`src/rtl/mem_pkg.sv`:
```
// Shared constants for the CPU data memory: word/byte geometry and the
// number of low address bits dropped to form a word-aligned address.
package mem_pkg;

  localparam int WORD_W         = 32;
  localparam int BYTE_W         = 8;
  localparam int BYTES_PER_WORD = WORD_W / BYTE_W;
  localparam int DEFAULT_DEPTH  = 32;
  localparam int ADDR_LSB       = 2;

endpackage : mem_pkg

```
`src/rtl/data_memory.sv`:
```
// Byte-addressed, little-endian data memory for the CPU memory stage.
// One word access per cycle: synchronous write, combinational read.
// The storage array is reached hierarchically as `memory` by benches and
// top-level dumps, so its name and shape must stay as they are.
module data_memory
  import mem_pkg::*;
#(
  parameter int DEPTH = DEFAULT_DEPTH
) (
  input  logic              clk_i,
  input  logic              rst_n_i,
  input  logic [WORD_W-1:0] RDaddr_i,
  input  logic [WORD_W-1:0] RDdata_i,
  input  logic              MemWrite_i,
  input  logic              MemRead_i,
  output logic [WORD_W-1:0] RDdata_o
);

  localparam int AW = $clog2(DEPTH);

  reg [7:0] memory [0:DEPTH-1];

  logic [WORD_W-1:0] ea;
  logic [WORD_W:0]   ea_last;
  logic              in_range;
  logic [AW-1:0]     base;

  // Word-aligned effective address; the last byte is computed one bit wider
  // so addresses near 2^32 can never wrap back into range.
  assign ea       = {RDaddr_i[WORD_W-1:ADDR_LSB], {ADDR_LSB{1'b0}}};
  assign ea_last  = {1'b0, ea} + (WORD_W+1)'(BYTES_PER_WORD - 1);
  assign in_range = (ea_last < (WORD_W+1)'(DEPTH));
  assign base     = ea[AW-1:0];

  // Storage: async clear on reset, otherwise a full-word little-endian write.
  // An X on MemWrite_i makes the if-condition false, so memory is untouched.
  always_ff @(posedge clk_i or negedge rst_n_i) begin
    if (!rst_n_i) begin
      for (int i = 0; i < DEPTH; i++) begin
        memory[AW'(i)] <= '0;
      end
    end else if (MemWrite_i == 1'b1 && in_range) begin
      for (int k = 0; k < BYTES_PER_WORD; k++) begin
        memory[base + AW'(k)] <= RDdata_i[k*BYTE_W +: BYTE_W];
      end
    end
  end

  // Combinational read mux; zero when disabled or out of range.
  always_comb begin
    RDdata_o = '0;
    if (MemRead_i && in_range) begin
      for (int k = 0; k < BYTES_PER_WORD; k++) begin
        RDdata_o[k*BYTE_W +: BYTE_W] = memory[base + AW'(k)];
      end
    end
  end

endmodule : data_memory

```
`config.mk`:
```
export PLATFORM = sky130hd
export DESIGN_NAME = data_memory
export DESIGN_NICKNAME = d
export VERILOG_FILES = /design/src/rtl/mem_pkg.sv /design/src/rtl/data_memory.sv
export SDC_FILE = /design/constraint.sdc
export NUM_CORES = 1
export LEC_CHECK = 0
export CORE_AREA = 8 8 153 155
export CTS_CLUSTER_DIAMETER = 120
export CTS_CLUSTER_SIZE = 25
export DETAILED_ROUTE_END_ITERATION = 12
export DIE_AREA = 0 0 161 163
export DONT_BUFFER_PORTS = 1
export PLACE_DENSITY = 0.77
export SLEW_MARGIN = 40
export SYNTH_ARGS = -nofsm -noshare
export SYNTH_HDL_FRONTEND = slang
export SYNTH_SLANG_ARGS = --single-unit
export TNS_END_PERCENT = 20
```
`constraint.sdc`:
```
create_clock -name clk_i -period 2.9 [get_ports clk_i]
set_clock_uncertainty 0.1 [all_clocks]
set_input_delay 0.435 -clock clk_i [delete_from_list [all_inputs] [get_ports clk_i]]
set_output_delay 0.435 -clock clk_i [all_outputs]
set_load 0.05 [all_outputs]
```
==> results.cfg <==
[outcome]
outcome = finished with violations
violations = hold timing

[clocking]
clockBufferDepth = 3
cts_made_buffers = 14
cts_setup_buffers = 0
clkSinkCount = 256
cts.clk_slew.worst_paths_ns = 0.10
cts-root-buf = clkbuf_16
htree_levels = 1
cts_tree = done
clkLatencyLatePin_ns = 0.49

[floorplan]
pin_count = 100
start_util_pct = 54.2
row_count = 53
die_h_um = 163
die_x_um = 161
core_area_um2 = 20800
dieArea_um2 = 26200

[timing]
setup_viol = 0
slew_viol_final = 0
period_share_pct = 97.5
period_needed_ns = 2.83
relSlewSlack_pct = 54.1
holdWs_ns = -0.463
tightest_slew_ns = 0.688
rsz0062_at_grt = no
hold_viol_final = 128
max_freq_ghz = 0.354

[drt]
drc = 0
drt_first_iter_violations = 528
drtAntennaViolNets = 0
viasPerCell = 6.26
via_count = 6688
firstDrtPassIters = 5
wl_per_cell_um = 25.5
totalWireLength_um = 27200

[setup_path]
worstSetupEndpointType = output pin
cp_max_fo = 24
endpoint = RDdata_o[24]
rr_startpoint = memory[225]$_DFFE_PN0P_
critical_path_class = primary input to output pin
cp-startpoint = RDaddr_i[28]
critPathArrivalTime_ns = 2.29
r2r_slack_ns = 1.99
r2r_end = memory[225]$_DFFE_PN0P_
cp-start-kind = primary input
required_ns = 2.37
reg2reg_depth = 1

[global_routing]
grt_pass1_wl_um = 42200
overflow = 0
grt_max_degree = 133
grt_usage_pct = 20.6
antenna_found_initial = 3
grt_pass1_vias = 7189

[layout]
areaGrowthSynthToFinish_pct = 14.1
largest_reg_flops = 256
drive_gt1_share_pct = 29.8
stdcell_count = 1068
final_area_um2 = 12900
final_core_util_pct = 61.8
nets = 854
final_cell_mix = edfxtp_1 (128), dfrtp_1 (128), mux2_2 (98), mux2_1 (50), buf_4 (48)
top_register = memory
diodes = 0
reg_top3 = memory: 256 flops

[synth]
post_synth.cell_area_avg_um2 = 15.7
synthSimpleGateAreaFrac_pct = 7.26
synth_area_um2 = 11300
synth_cell_types = 42
yosysSeqAreaShare_pct = 62.5
syn_nets = 785
synth-compound-area-share_pct = 6.50
yosys_warnings = 0
synth_top_family_by_area = multiplexers
synthMuxAreaShare_pct = 21.3
ys_ff_latch = 256
synth_xor_xnor_area_share_pct = 0
async_flop_share_pct = 50.0
synth-edff-count = 128
synth_flop_cell = edfxtp_1
synthAdderAreaFrac_pct = 0
synthCells = 717

[placement]
hpwlAfterDp_um = 16100
port_buffers = 0
placedCellCount = 1002
place.gp.congestion = 0.750
dpl-instance-area_um2 = 12000

[job]
maxCapViolations = 0

[power_and_ir_drop]
ir_drop_uv = 460
power.density_nw_per_um2 = 482
power.leakage_nw = 5.28

[worst_hold_path]
hold_class = primary input to async pin
[metrics by stage]
step	power (W)	setup TNS (ns)	worst slack, ns
6_report	0.00620	0	0.0728
5_1_grt	0.00638	0	0.0194
4_1_cts	0.00623	0	0.0552
3_5_place_dp	0.00408	0	0.0612
3_3_place_gp	0.00407	0	0.0435
2_1_floorplan	0.00408	-5.99	-0.398
[per-layer routing]
metal,vias to the layer above,global-route usage [%],wire [um]
met2,218,34.9,13600
met5,-,0,41
li1,2897,-,-
met1,3514,26.3,10900
met4,6,5.93,624
met3,53,4.73,2010
[cell usage after synthesis (7+ instances only)]
cell type / instances / area share [%]
and2_1: 8 / 0.44
buf_4: 12 / 0.80
a2111oi_2: 11 / 1.5
mux4_2: 24 / 4.8
nor4_4: 8 / 1.5
nand2_1: 30 / 1.0
mux2i_1: 20 / 1.8
o22ai_1: 24 / 1.3
o211ai_1: 7 / 0.47
o221ai_1: 13 / 1.0
clkbuf_1: 15 / 0.50
and3_1: 28 / 1.6
dfrtp_1: 128 / 28
edfxtp_1: 128 / 34
nor3_1: 12 / 0.53
nor2_1: 28 / 0.93
mux2_2: 98 / 9.8
buf_2: 12 / 0.53
mux2_1: 50 / 5.0
[critical path, cell delays in order]
cell and delay, ns:
nor4_4 0.33, nand4_4 0.15, or3_2 0.55, buf_12 0.20, a2111oi_4 0.34, buf_4 0.26
[where the power goes]
part             switching (W)  leakage (nW)  internal [W]
logic                 0.000141          2.19      0.000131
clock network          0.00114         0.203      0.000983
registers      0.0000000000261          2.88       0.00381
total                  0.00128          5.28       0.00492
[worst min path at each step]
stage,depth (start not counted),end,from
after floorplan,0,memory[128]$_DFFE_PN0P_,rst_n_i
after global placement,0,memory[220]$_DFFE_PN0P_,rst_n_i
after detailed placement,0,memory[252]$_DFFE_PN0P_,rst_n_i
after CTS,0,memory[128]$_DFFE_PN0P_,rst_n_i
after global routing,0,memory[157]$_DFFE_PN0P_,rst_n_i
final,0,memory[213]$_DFFE_PN0P_,rst_n_i
[cell families after synthesis]
group,Yosys count
buffers and inverters,49
multiplexers,192
AO/OA/AOI/OAI,86
AND/OR/NAND/NOR,134
flip-flops,256
[area by class of cell]
class                   count  area [um2]
clock inverters             1        20.0
well taps                 275         344
flip-flops and latches    256        7050
clock buffers              22         402
repair buffers            101         991
multi-input cells         412        4070
fillers                  1517        7950
inverters                   1        3.75
[repair_timing]
item / 4_1_cts / 5_1_grt
gates resized for setup: 0 / 2
endpoints found under the setup margin: 0 / 2
hold buffers: 35 / 8
endpoints found under the hold margin: 333 / 137
No activity file was read; power rests on OpenSTA's default activity.
